--- src/rtl/regfile_wb_arbiter_pkg.sv ---
// ============================================================================
// Package     : codes
// Description : Shared types for the register-file writeback path: register
//               address and data word types, plus writeback requester indices.
// Revision    : 1.0  initial release
// ============================================================================
`default_nettype none

package codes;

  // Architectural register index (32 registers)
  typedef logic [4:0]  regaddr_t;

  // Register data word
  typedef logic [31:0] size_t;

  // Writeback requester indices
  localparam int REQ_LSU = 0;
  localparam int REQ_MDU = 1;
  localparam int REQ_ALU = 2;

endpackage : codes

`default_nettype wire

--- src/rtl/regfile_wb_arbiter_picker.sv ---
// ============================================================================
// Module      : wb_rr_picker
// Description : Combinational grant selector. Scans the valid vector starting
//               at ptr_i, wrapping around, and returns a one-hot grant for the
//               first valid requester found. A pointer held at zero yields
//               plain lowest-index-wins priority.
// Revision    : 1.0  initial release
// ============================================================================
`default_nettype none

module wb_rr_picker #(
  parameter int NREQ = 3,
  parameter int PW   = (NREQ > 1) ? $clog2(NREQ) : 1
) (
  input  logic [NREQ-1:0] valid_i,
  input  logic [PW-1:0]   ptr_i,
  output logic [NREQ-1:0] grant_o
);

  logic found;

  // Rotating first-one search starting at the pointer position
  always_comb begin
    grant_o = '0;
    found   = 1'b0;
    for (int k = 0; k < NREQ; k++) begin
      for (int j = 0; j < NREQ; j++) begin
        if (!found && valid_i[j] && (((int'(ptr_i) + k) % NREQ) == j)) begin
          grant_o[j] = 1'b1;
          found      = 1'b1;
        end
      end
    end
  end

endmodule : wb_rr_picker

`default_nettype wire

--- src/rtl/regfile_wb_arbiter.sv ---
// ============================================================================
// Module      : regfile_wb_arbiter
// Description : Arbitrates NREQ writeback requesters onto a single register
//               file write port (one registered write per transfer) and keeps
//               a per-register pending-write scoreboard.
//               Build option: define WB_ARB_ROUND_ROBIN_EN for round-robin
//               arbitration; otherwise fixed priority, lowest index wins.
// Revision    : 1.0  initial release
// ============================================================================
`default_nettype none

module regfile_wb_arbiter
  import codes::*;
#(
  parameter int NREQ = 3
) (
  input  logic                 clk,
  input  logic                 reset_i,
  input  logic     [NREQ-1:0]  req_valid_i,
  input  regaddr_t [NREQ-1:0]  req_addr_i,
  input  size_t    [NREQ-1:0]  req_data_i,
  output logic     [NREQ-1:0]  req_ready_o,
  input  logic                 rsv_valid_i,
  input  regaddr_t             rsv_addr_i,
  output logic                 wr_en_o,
  output regaddr_t             wr_addr_o,
  output size_t                wr_data_o,
  output logic     [31:0]      busy_o
);

  localparam int PW = (NREQ > 1) ? $clog2(NREQ) : 1;

  logic [NREQ-1:0] grant;
  logic [PW-1:0]   ptr;
  logic            xfer;
  regaddr_t        sel_addr;
  size_t           sel_data;

  logic            wr_en_q;
  regaddr_t        wr_addr_q;
  size_t           wr_data_q;
  logic [31:0]     busy_q;
  logic [31:0]     busy_d;

`ifdef WB_ARB_ROUND_ROBIN_EN
  logic [PW-1:0]   ptr_q;
  logic [PW-1:0]   ptr_d;
  logic [PW-1:0]   sel_idx;

  assign ptr = ptr_q;

  // Granted index; the next search starts just past it
  always_comb begin
    sel_idx = '0;
    for (int i = 0; i < NREQ; i++) begin
      if (grant[i]) sel_idx = PW'(i);
    end
    ptr_d = ptr_q;
    if (xfer) ptr_d = (sel_idx == PW'(NREQ - 1)) ? '0 : sel_idx + 1'b1;
  end

  // Round-robin pointer moves only when a transfer happens
  always_ff @(posedge clk or negedge reset_i) begin
    if (!reset_i) ptr_q <= '0;
    else          ptr_q <= ptr_d;
  end
`else
  // Fixed priority: search always starts at requester 0
  assign ptr = '0;
`endif

  wb_rr_picker #(
    .NREQ (NREQ),
    .PW   (PW)
  ) u_picker (
    .valid_i (req_valid_i),
    .ptr_i   (ptr),
    .grant_o (grant)
  );

  // Ready is suppressed while reset is asserted
  assign req_ready_o = grant & {NREQ{reset_i}};
  assign xfer        = |req_ready_o;

  // One-hot mux of the granted requester's address and data
  always_comb begin
    sel_addr = '0;
    sel_data = '0;
    for (int i = 0; i < NREQ; i++) begin
      if (grant[i]) begin
        sel_addr = sel_addr | req_addr_i[i];
        sel_data = sel_data | req_data_i[i];
      end
    end
  end

  // Write port register: one-cycle write per transfer, register 0 never written
  always_ff @(posedge clk or negedge reset_i) begin
    if (!reset_i) begin
      wr_en_q   <= 1'b0;
      wr_addr_q <= '0;
      wr_data_q <= '0;
    end else begin
      wr_en_q <= xfer && (sel_addr != '0);
      if (xfer) begin
        wr_addr_q <= sel_addr;
        wr_data_q <= sel_data;
      end
    end
  end

  // Scoreboard next state: clear on completed write, then reservation wins
  always_comb begin
    busy_d = busy_q;
    if (wr_en_q)     busy_d[wr_addr_q]  = 1'b0;
    if (rsv_valid_i) busy_d[rsv_addr_i] = 1'b1;
    busy_d[0] = 1'b0;
  end

  // Scoreboard register
  always_ff @(posedge clk or negedge reset_i) begin
    if (!reset_i) busy_q <= '0;
    else          busy_q <= busy_d;
  end

  assign wr_en_o   = wr_en_q;
  assign wr_addr_o = wr_addr_q;
  assign wr_data_o = wr_data_q;
  assign busy_o    = busy_q;

endmodule : regfile_wb_arbiter

`default_nettype wire
--- config.mk ---
export PLATFORM = sky130hd
export DESIGN_NAME = regfile_wb_arbiter
export DESIGN_NICKNAME = d
export VERILOG_FILES = /design/src/rtl/regfile_wb_arbiter_pkg.sv /design/src/rtl/regfile_wb_arbiter_picker.sv /design/src/rtl/regfile_wb_arbiter.sv
export SDC_FILE = /design/constraint.sdc
export NUM_CORES = 1
export LEC_CHECK = 0
export ABC_AREA = 1
export CAP_MARGIN = 20
export CORE_MARGIN = 10
export CORE_UTILIZATION = 25
export CTS_CLUSTER_DIAMETER = 150
export CTS_CLUSTER_SIZE = 25
export DETAILED_ROUTE_END_ITERATION = 10
export PLACE_DENSITY = 0.69
export REMOVE_ABC_BUFFERS = 1
export SLEW_MARGIN = 15
export SYNTH_ARGS = -nofsm -noshare
export SYNTH_HDL_FRONTEND = slang
export SYNTH_SLANG_ARGS = --single-unit
--- constraint.sdc ---
create_clock -name clk -period 0.9 [get_ports clk]
set_input_delay 0.09 -clock clk [delete_from_list [all_inputs] [get_ports clk]]
set_output_delay 0.09 -clock clk [all_outputs]
set_load 0.01 [all_outputs]
---- Word-level counts from Yosys, hierarchy flattened ----
Index checks and enable logic that the tools add are counted.
operators by class
  bitwise logic cells ..................... 8
  $lt $le $gt $ge ......................... 4
  reduce and logical (&&, ||, !) cells .... 9
  mux-type cells .......................... 16
operators with widths
  kind                  number
  $mux W32              5
  $or A32 B32 Y32       3
  $and A32 B32 Y32      1
  $not A32 Y32          1
  $mux W5               3
  $lt A5 B6 Y1 const B  2
  $demux W1 S5          2
  $ge A5 B1 Y1 const B  2
  $or A5 B5 Y5          2
  $mux W1               6
  $logic_and A1 B1 Y1   5
  $reduce_bool A5 Y1    1
  $and A3 B3 Y3         1
  $reduce_or A3 Y1      1
  $logic_not A1 Y1      2
storage, ports and cells
  bits in registers ....................... 69
  input port bits ......................... 122

---- Longest topological paths before layout ----
Gate-level depths: netlist of run 1.
  depth in word-level cells ............... 10
  depth in mapped cells ................... 9

---- By module ----
Synthesis of run 1 repeated with hierarchy kept, for this count alone.
unflattened totals
  cell total of the unflattened synthesis .. 467
  area total of the unflattened synthesis .. 3533.4 µm²
modules (own cells, without submodules)
  module              cells an instance  area each (µm²)  instances
  regfile_wb_arbiter  430                3347.0           1
  wb_rr_picker        37                 186.4            1

---- Least setup slack after synthesis of run 1 ----
No wires, ideal clock.
  kind .................................... register to register
  from .................................... reg wr_addr_q[4] (netlist: wr_addr_o[4])
  to ...................................... reg busy_q[4] (netlist: busy_o[4])
  arrival ................................. 0.896 ns
  required time ........................... 0.771 ns
  stages on the path, launching flop included .. 5
  period minus slack after synthesis ...... 1.025 ns
  setup slack ............................. -0.125 ns
  path through ............................ dfrtp_1 -> inv_1 -> nand3_1 -> o21ai_0 -> o21ai_0
between the ends
  word-level cells in the longest chain between the ends .. 9
  elaborated cells on any way between the ends .. 10
  those cells by class .................... 2 x order compare; 4 x mux; 3 x bitwise; 1 x reduce/logical
ends and longest elaborated chain
  item                                                                RTL line                   RTL
  start: declaration                                                  regfile_wb_arbiter.sv:40   regaddr_t wr_addr_q;
  start signal: assignment                                            regfile_wb_arbiter.sv:106  wr_addr_q <= sel_addr;
  $lt A5 B6 Y1 (not written as such) or $ge A5 B1 Y1 (tied branches)  regfile_wb_arbiter.sv:115  if (wr_en_q) busy_d[wr_addr_q] = 1'b0;
  $logic_and A1 B1 Y1 (not written as such)                           regfile_wb_arbiter.sv:115
  $mux W1 (not written as such)                                       regfile_wb_arbiter.sv:115
  $demux W1 S5 (*)                                                    regfile_wb_arbiter.sv:115
  $not A32 Y32 (no line) (*)                                          -
  $and A32 B32 Y32 (no line) (*)                                      -
  $mux W32 (*)                                                        regfile_wb_arbiter.sv:115
  $or A32 B32 Y32 (no line)                                           -
  $mux W32 (*)                                                        regfile_wb_arbiter.sv:116  if (rsv_valid_i) busy_d[rsv_addr_i] = 1'b1;
  via busy_d[4]                                                       regfile_wb_arbiter.sv:43   logic [31:0] busy_d;
  end signal: assignment                                              regfile_wb_arbiter.sv:123  else busy_q <= busy_d;
  end: declaration                                                    regfile_wb_arbiter.sv:42   logic [31:0] busy_q;
Mark *: on every way through the listed nets, which the timed path passes. The rest lies on a longest branch.
A chain may end at the register's enable or synchronous reset.

---- Worst setup path after layout of run 1 ----
  from .................................... reg wr_addr_q[4] (netlist: wr_addr_o[4])
  to ...................................... reg busy_q[7] (netlist: busy_o[7])
The elaborated chain is that of the path after synthesis.

==> results of run 1 <==
==> synth_stat cells <==
master | instances | share of area, %
nor2_2 | 2 | 0.35
nor2_1 | 14 | 1.5
o21ai_0 | 62 | 8.8
buf_6 | 1 | 0.32
dfrtp_1 | 69 | 49
buf_4 | 1 | 0.21
nand2_2 | 1 | 0.18
nand2_1 | 148 | 16
buf_2 | 22 | 3.1
clkbuf_1 | 3 | 0.32
o21ai_1 | 5 | 0.71
conb_1 | 1 | 0.11
nand3b_1 | 1 | 0.21
nand3_1 | 124 | 18
nand3_2 | 1 | 0.28
inv_2 | 3 | 0.32
inv_1 | 16 | 1.7
==> worst reg2reg max path, delay by kind of cell (launching register included) <==
family / cells / cell delay, ns
flops: 1 / 0.46
compound gates: 2 / 0.28
simple gates: 1 / 0.15
buf+inv: 1 / 0.13
==> final cells by class <==
cell class              instances  area [um^2]
well taps                     180        225.2
fillers                      1381         7020
repair buffers                291         2738
clock inverters                 7        81.33
inverters                      19        81.33
flip-flops and latches         69         1730
clock buffers                   9        225.2
multi-input cells             359         1779
==> logic make-up after synthesis <==
family | after synthesis
other | 1
and+or+nand+nor | 291
buffers and inverters | 46
AOI/OAI and AO/OA | 67
DFF | 69
==> state kept, by name (all words and copies together) (netlist names) <==
name / count
wr_data_o: 32
wr_addr_o: 5
wr_en_o: 1
busy_o: 31
==> timing repair <==
item | 4_1_cts | 5_1_grt
resized for setup | 428 | 48
endpoints found under the hold margin | 26 | 0
endpoints found under the setup margin | 141 | 104
pin swaps | 15 | 4
buffers inserted | 34 | 21
hold buffers | 2 | 0
gates cloned | 0 | 1
==> where the power goes <==
group	switching [mW]	internal, mW
Clock	1.47	2.18
Sequential	0.599	3.91
Combinational	2.35	3.23
==> per-layer routing <==
| metal | GRT usage (%) | wire length (um) | vias up |
|---|---|---|---|
| met5 | 0 | 0 | - |
| met4 | 4.833 | 268 | 0 |
| met3 | 8.253 | 1964 | 15 |
| met2 | 23.13 | 6938 | 213 |
| met1 | 17.41 | 6219 | 1975 |
| li1 | - | - | 2148 |
==> final timing paths <==
check | endpoint | depth (start not counted)
worst max-delay path | busy_o[7] | 4
min in group clk | wr_data_o[10] | 7
worst min-delay path | busy_o[23] | 3
max in group asynchronous | wr_addr_o[3] | 4
worst min register to register | wr_data_o[5] | 2
worst max register to register | busy_o[7] | 4
==> run_results.csv, run 1 <==
group,metric,value,unit
status,outcome,"finished with violations",
status,violations,"negative setup slack",
sta,fin_setup_tns,-10.18,ns
cells_and_area,instances_no_fill,934,
floorplanning,core_area,0.01388,mm^2
grt,antenna_found_initial,0,
setup_path,crit_path_frequent_cell,"o21ai_1",
floorplanning,row_count,43,
setup_path,rr_startpoint,"wr_addr_o[4]",
cells_and_area,postLayoutCoreUtil,49.42,%
placement,hpwl,11490,um
cells_and_area,areaGrowthSynthToFinish,93.68,%
yosys,synth_adder_area_share,0,%
drt,viasPerCell,4.658,
cells_and_area,final_area,0.006860,mm^2
sta,final-hold-violation-count,0,
clocking,cts_buffers,9,
floorplanning,start_util,25.52,%
setup_path,crit_path_top_delay_cell,"dfrtp_2",
clocking,max-clock-path-buffers,2,
grt,overflow,0,
sta,final.min_clock_period,1.142,ns
grt,grt_pass1_vias,4433,
power,ir_drop,907.6,uV
cells_and_area,layout_commonest_cell,"nand2_1",
sta,slew_viol_final,0,
cells_and_area,drive_above_1_share,31.30,%
clocking,cts_tree,"yes",
yosys,syn_inst,474,
sta,layout_setup_ws,-0.2422,ns
placement,place_congestion,0.8604,
setup_path,max_stage_delay,0.46,ns
placement,dpl_cell_area,0.005919,mm^2
yosys,syn_area_per_cell,7.473,um^2
floorplanning,fp.dieH,139.0,um
grt,grt_max_degree,44,
yosys,synth_compound_area_share,9.467,%
sta,tightestPinTransition,0.5603,ns
cells_and_area,final_cell_mix,"nand2_1 (147), clkdlybuf4s50_1 (117), nand3_1 (113)",
clocking,clock-sinks,69,
setup_path,required,1.11,ns
clocking,clk_latency,0.33,ns
drt,drtPass1Iterations,4,
yosys,synth_top_family_by_area,"simple AND/OR/NAND/NOR gates",
sta,finalSetupViolCount,101,
sta,grt_setup_unrepaired,"yes",
drt,postRouteAntennaNets,0,
setup_path,startpoint,"wr_addr_o[4]",
drt,wirelength,15390,um
setup_path,critPathKind,"reg2reg",
setup_path,start_kind,"flip-flop",
setup_path,r2r_slack,-0.24,ns
power,power.total,13.74,mW
setup_path,arrival,1.35,ns
drt,via_count,4351,
worst_hold_path,hp-class,"in2async",
setup_path,crit_family,"flip-flops",
setup_path,end_kind,"flip-flop",
clocking,cts-root-buf,"clkbuf_16",
sta,whs,0.02104,ns
grt,grt_pass1_wl,23610,um
yosys,yosysUniqueCellTypes,17,
power,leakagePower,3.174,nW
sta,slew_headroom,62.65,%
yosys,synth-simple-area-share,35.71,%
floorplanning,io_pins,195,
clocking,cts.clk_slew.worst_paths,0.06,ns
yosys,syn-cell-area,0.003542,mm^2
drt,post-route-drc-count,0,
drt,first_iter_violations,186,
placement,io_buffers,193,
yosys,synth-seq-cells,69,
floorplanning,dieArea,0.01933,mm^2
cells_and_area,antenna_cells,0,
sta,final.setup_skew,0.007612,ns
yosys,synth_xor_area_share,0,%
setup_path,cp_max_fo,6,
yosys,muxShareOfSynthArea,0,%
yosys,yosys_warnings,0,
setup_path,worstPathCellList,"inv_2 -> nand3_2 -> o21ai_1 -> o21ai_1",
power,p_per_area,2003,mW/mm^2
drt,wire_per_inst,16.48,um
sta,max_freq,0.8755,GHz
cells_and_area,num-nets-final,871,
grt,grtUsageTotal,15.03,%
run,maxCapViolCount,0,
placement,dp_cells,860,
sta,period_share,126.9,%
setup_path,critical_path_buf_inv_count,1,
placement,pre_cts_slack,-0.7216,ns
clocking,h-tree-depth,3,
yosys,seq_area_frac_synth,48.75,%
floorplanning,die_w,139.0,um
No activity file was read; power rests on OpenSTA's default activity.
==> inputs of run 2 (changes only) <==
Settings changed: SLEW_MARGIN 15 to 10.
==> results of run 2 <==
The final DEF is identical to that of run 1; final timing and power are the same.
==> inputs of run 3 (changes only) <==
Settings changed: CORE_UTILIZATION 25 to 35, PLACE_DENSITY 0.69 to 0.88.
==> run_results.csv, run 3 (synthesis results as in run 1) <==
group,metric,value,unit
sta,grt_setup_unrepaired,"yes",
power,pwr-share-clk,20.1,%
drt,wirelength,15740,um
setup_path,critical_path_buf_inv_count,2,
cells_and_area,regArea,0.001733,mm^2
power,p_seq_share,35.4,%
grt,grtUsageTotal,19.69,%
drt,via_count,4553,
power,p_sw,4.299,mW
sta,final.min_clock_period,1.153,ns
setup_path,max_stage_delay,0.45,ns
setup_path,crit_path_top_delay_cell,"dfrtp_2",
cells_and_area,largest_reg_flops,32,
power,p_per_area,1891,mW/mm^2
power,comb_power_share,44.4,%
sta,max_freq,0.8673,GHz
clocking,h-tree-depth,3,
floorplanning,die_w,120.6,um
cells_and_area,num-nets-final,865,
setup_path,end_kind,"flip-flop",
drt,first_iter_violations,319,
grt,grt-busiest-layer,"met2",
power,swShare,33.42,%
setup_path,required,1.12,ns
placement,io_buffers,193,
placement,hpwl,11140,um
worst_hold_path,hp-class,"in2reg",
sta,finalSetupViolCount,100,
floorplanning,dieArea,0.01454,mm^2
cells_and_area,final_cell_mix,"nand2_1 (143), clkdlybuf4s50_1 (117), nand3_1 (113)",
clocking,clk_latency,0.35,ns
cells_and_area,postLayoutCoreUtil,69.29,%
setup_path,arrival,1.38,ns
cells_and_area,multiInputGateArea,0.001818,mm^2
floorplanning,core_area,0.009819,mm^2
grt,overflow,0,
worst_hold_path,min-delay-start,"req_valid_i[1]",
cells_and_area,drive_above_1_share,32.22,%
placement,place_congestion,0.8957,
grt,use_met1,21.09,%
drt,wire_per_inst,17.86,um
sta,period_share,128.1,%
power,p_int,8.565,mW
drt,post-route-drc-count,0,
drt,postRouteAntennaNets,0,
cells_and_area,areaGrowthSynthToFinish,92.09,%
drt,drtPass1Iterations,5,
setup_path,rr_startpoint,"wr_addr_o[0]",
setup_path,cp_max_fo,8,
cells_and_area,antenna_cells,0,
grt,use_met3,9.493,%
status,violations,"negative setup slack",
grt,grt_max_degree,48,
run,maxCapViolCount,0,
setup_path,startpoint,"wr_addr_o[0]",
drt,viasPerCell,5.168,
clocking,max-clock-path-buffers,2,
clocking,cts-root-buf,"clkbuf_8",
setup_path,crit_path_frequent_cell,"o21ai_1",
clocking,cts_tree,"yes",
clocking,cts_buffers,9,
sta,final-hold-violation-count,0,
setup_path,crit_family,"flip-flops",
sta,slew_viol_final,0,
power,leakagePower,3.149,nW
cells_and_area,layout_commonest_cell,"nand2_1",
sta,layout_setup_ws,-0.2530,ns
grt,antenna_found_initial,0,
sta,final.setup_skew,0.008755,ns
grt,grt_pass1_wl,23380,um
floorplanning,start_util,36.07,%
floorplanning,fp.dieH,120.6,um
setup_path,worstPathCellList,"inv_2 -> nand3_2 -> buf_8 -> o21ai_1 -> o21ai_1",
floorplanning,io_pins,195,
clocking,clock-sinks,69,
clocking,cts.clk_slew.worst_paths,0.08,ns
power,ir_drop,1306,uV
cells_and_area,final_area,0.006804,mm^2
placement,dpl_cell_area,0.005796,mm^2
cells_and_area,nFillCells,764,
setup_path,critPathKind,"reg2reg",
floorplanning,row_count,36,
grt,grt_pass1_vias,4640,
setup_path,start_kind,"flip-flop",
grt,grt_use_met2,33.86,%
status,outcome,"finished with violations",
-- run 3: final timing paths --
| kind | to | slack (ns) | cells after the start |
|---|---|---|---|
| worst max-delay path | busy_o[14] | -0.25 | 5 |
| worst min-delay path | wr_data_o[2] | 0.24 | 5 |
| worst max register to register | busy_o[14] | -0.25 | 5 |
| worst min register to register | wr_data_o[13] | 0.48 | 2 |
| max in group asynchronous | wr_addr_o[4] | 0.14 | 3 |
| min in group asynchronous | wr_data_o[22] | 0.38 | 3 |
-- run 3: stage by stage --
step | setup TNS (ns) | instances | total power [mW] | setup slack, ns | hold slack [ns]
after floorplan | -40.65 | 447 | 5.705 | -0.9952 | -0.2056
after global placement | -40.85 | 806 | 8.654 | -0.7288 | 0.1257
after detailed placement | -43.58 | 806 | 8.799 | -0.7360 | 0.1341
after CTS | -10.86 | 850 | 11.71 | -0.2027 | 0.1860
after global routing | -15.23 | 881 | 13.55 | -0.3091 | 0.2625
final | -11.51 | 881 | 12.86 | -0.2530 | 0.2411
-- run 3: metal layers --
| metal | vias up | wire length (um) |
|---|---|---|
| li1 | 2134 | - |
| met1 | 2157 | 5788 |
| met2 | 237 | 7857 |
| met3 | 25 | 1856 |
| met4 | 0 | 238 |
| met5 | - | 0 |
-- run 3: repair_timing --
action,in CTS,in global routing
buffers inserted,26,27
hold buffers,1,0
pin swaps,29,10
hold endpoints to repair,69,0
endpoints found under the setup margin,141,183
gates cloned,1,5
gates resized for setup,439,63
-- run 3: final cells by class --
class	count	area share (%)
clock buffers	10	2.023
clock inverters	6	0.9195
inverters	19	1.232
multi-input cells	359	26.72
flip-flops and latches	69	25.47
well taps	133	2.446
repair buffers	285	41.19
-- run 3: worst reg2reg max path, cell delays in order, from the launching register on --
cell and delay, ns:
dfrtp_2 0.45, inv_2 0.11, nand3_2 0.09, buf_8 0.16, o21ai_1 0.13, o21ai_1 0.08
-- run 3: power by group through the flow --
| stage | Clock [mW] | Combinational, mW | Sequential, mW |
|---|---|---|---|
| 2_1_floorplan | 0 | 0.959 | 4.75 |
| 3_3_place_gp | 0 | 4.24 | 4.42 |
| 3_5_place_dp | 0 | 4.36 | 4.44 |
| 4_1_cts | 2.61 | 4.64 | 4.46 |
| 5_1_grt | 2.74 | 6.18 | 4.64 |
| 6_report | 2.59 | 5.71 | 4.56 |
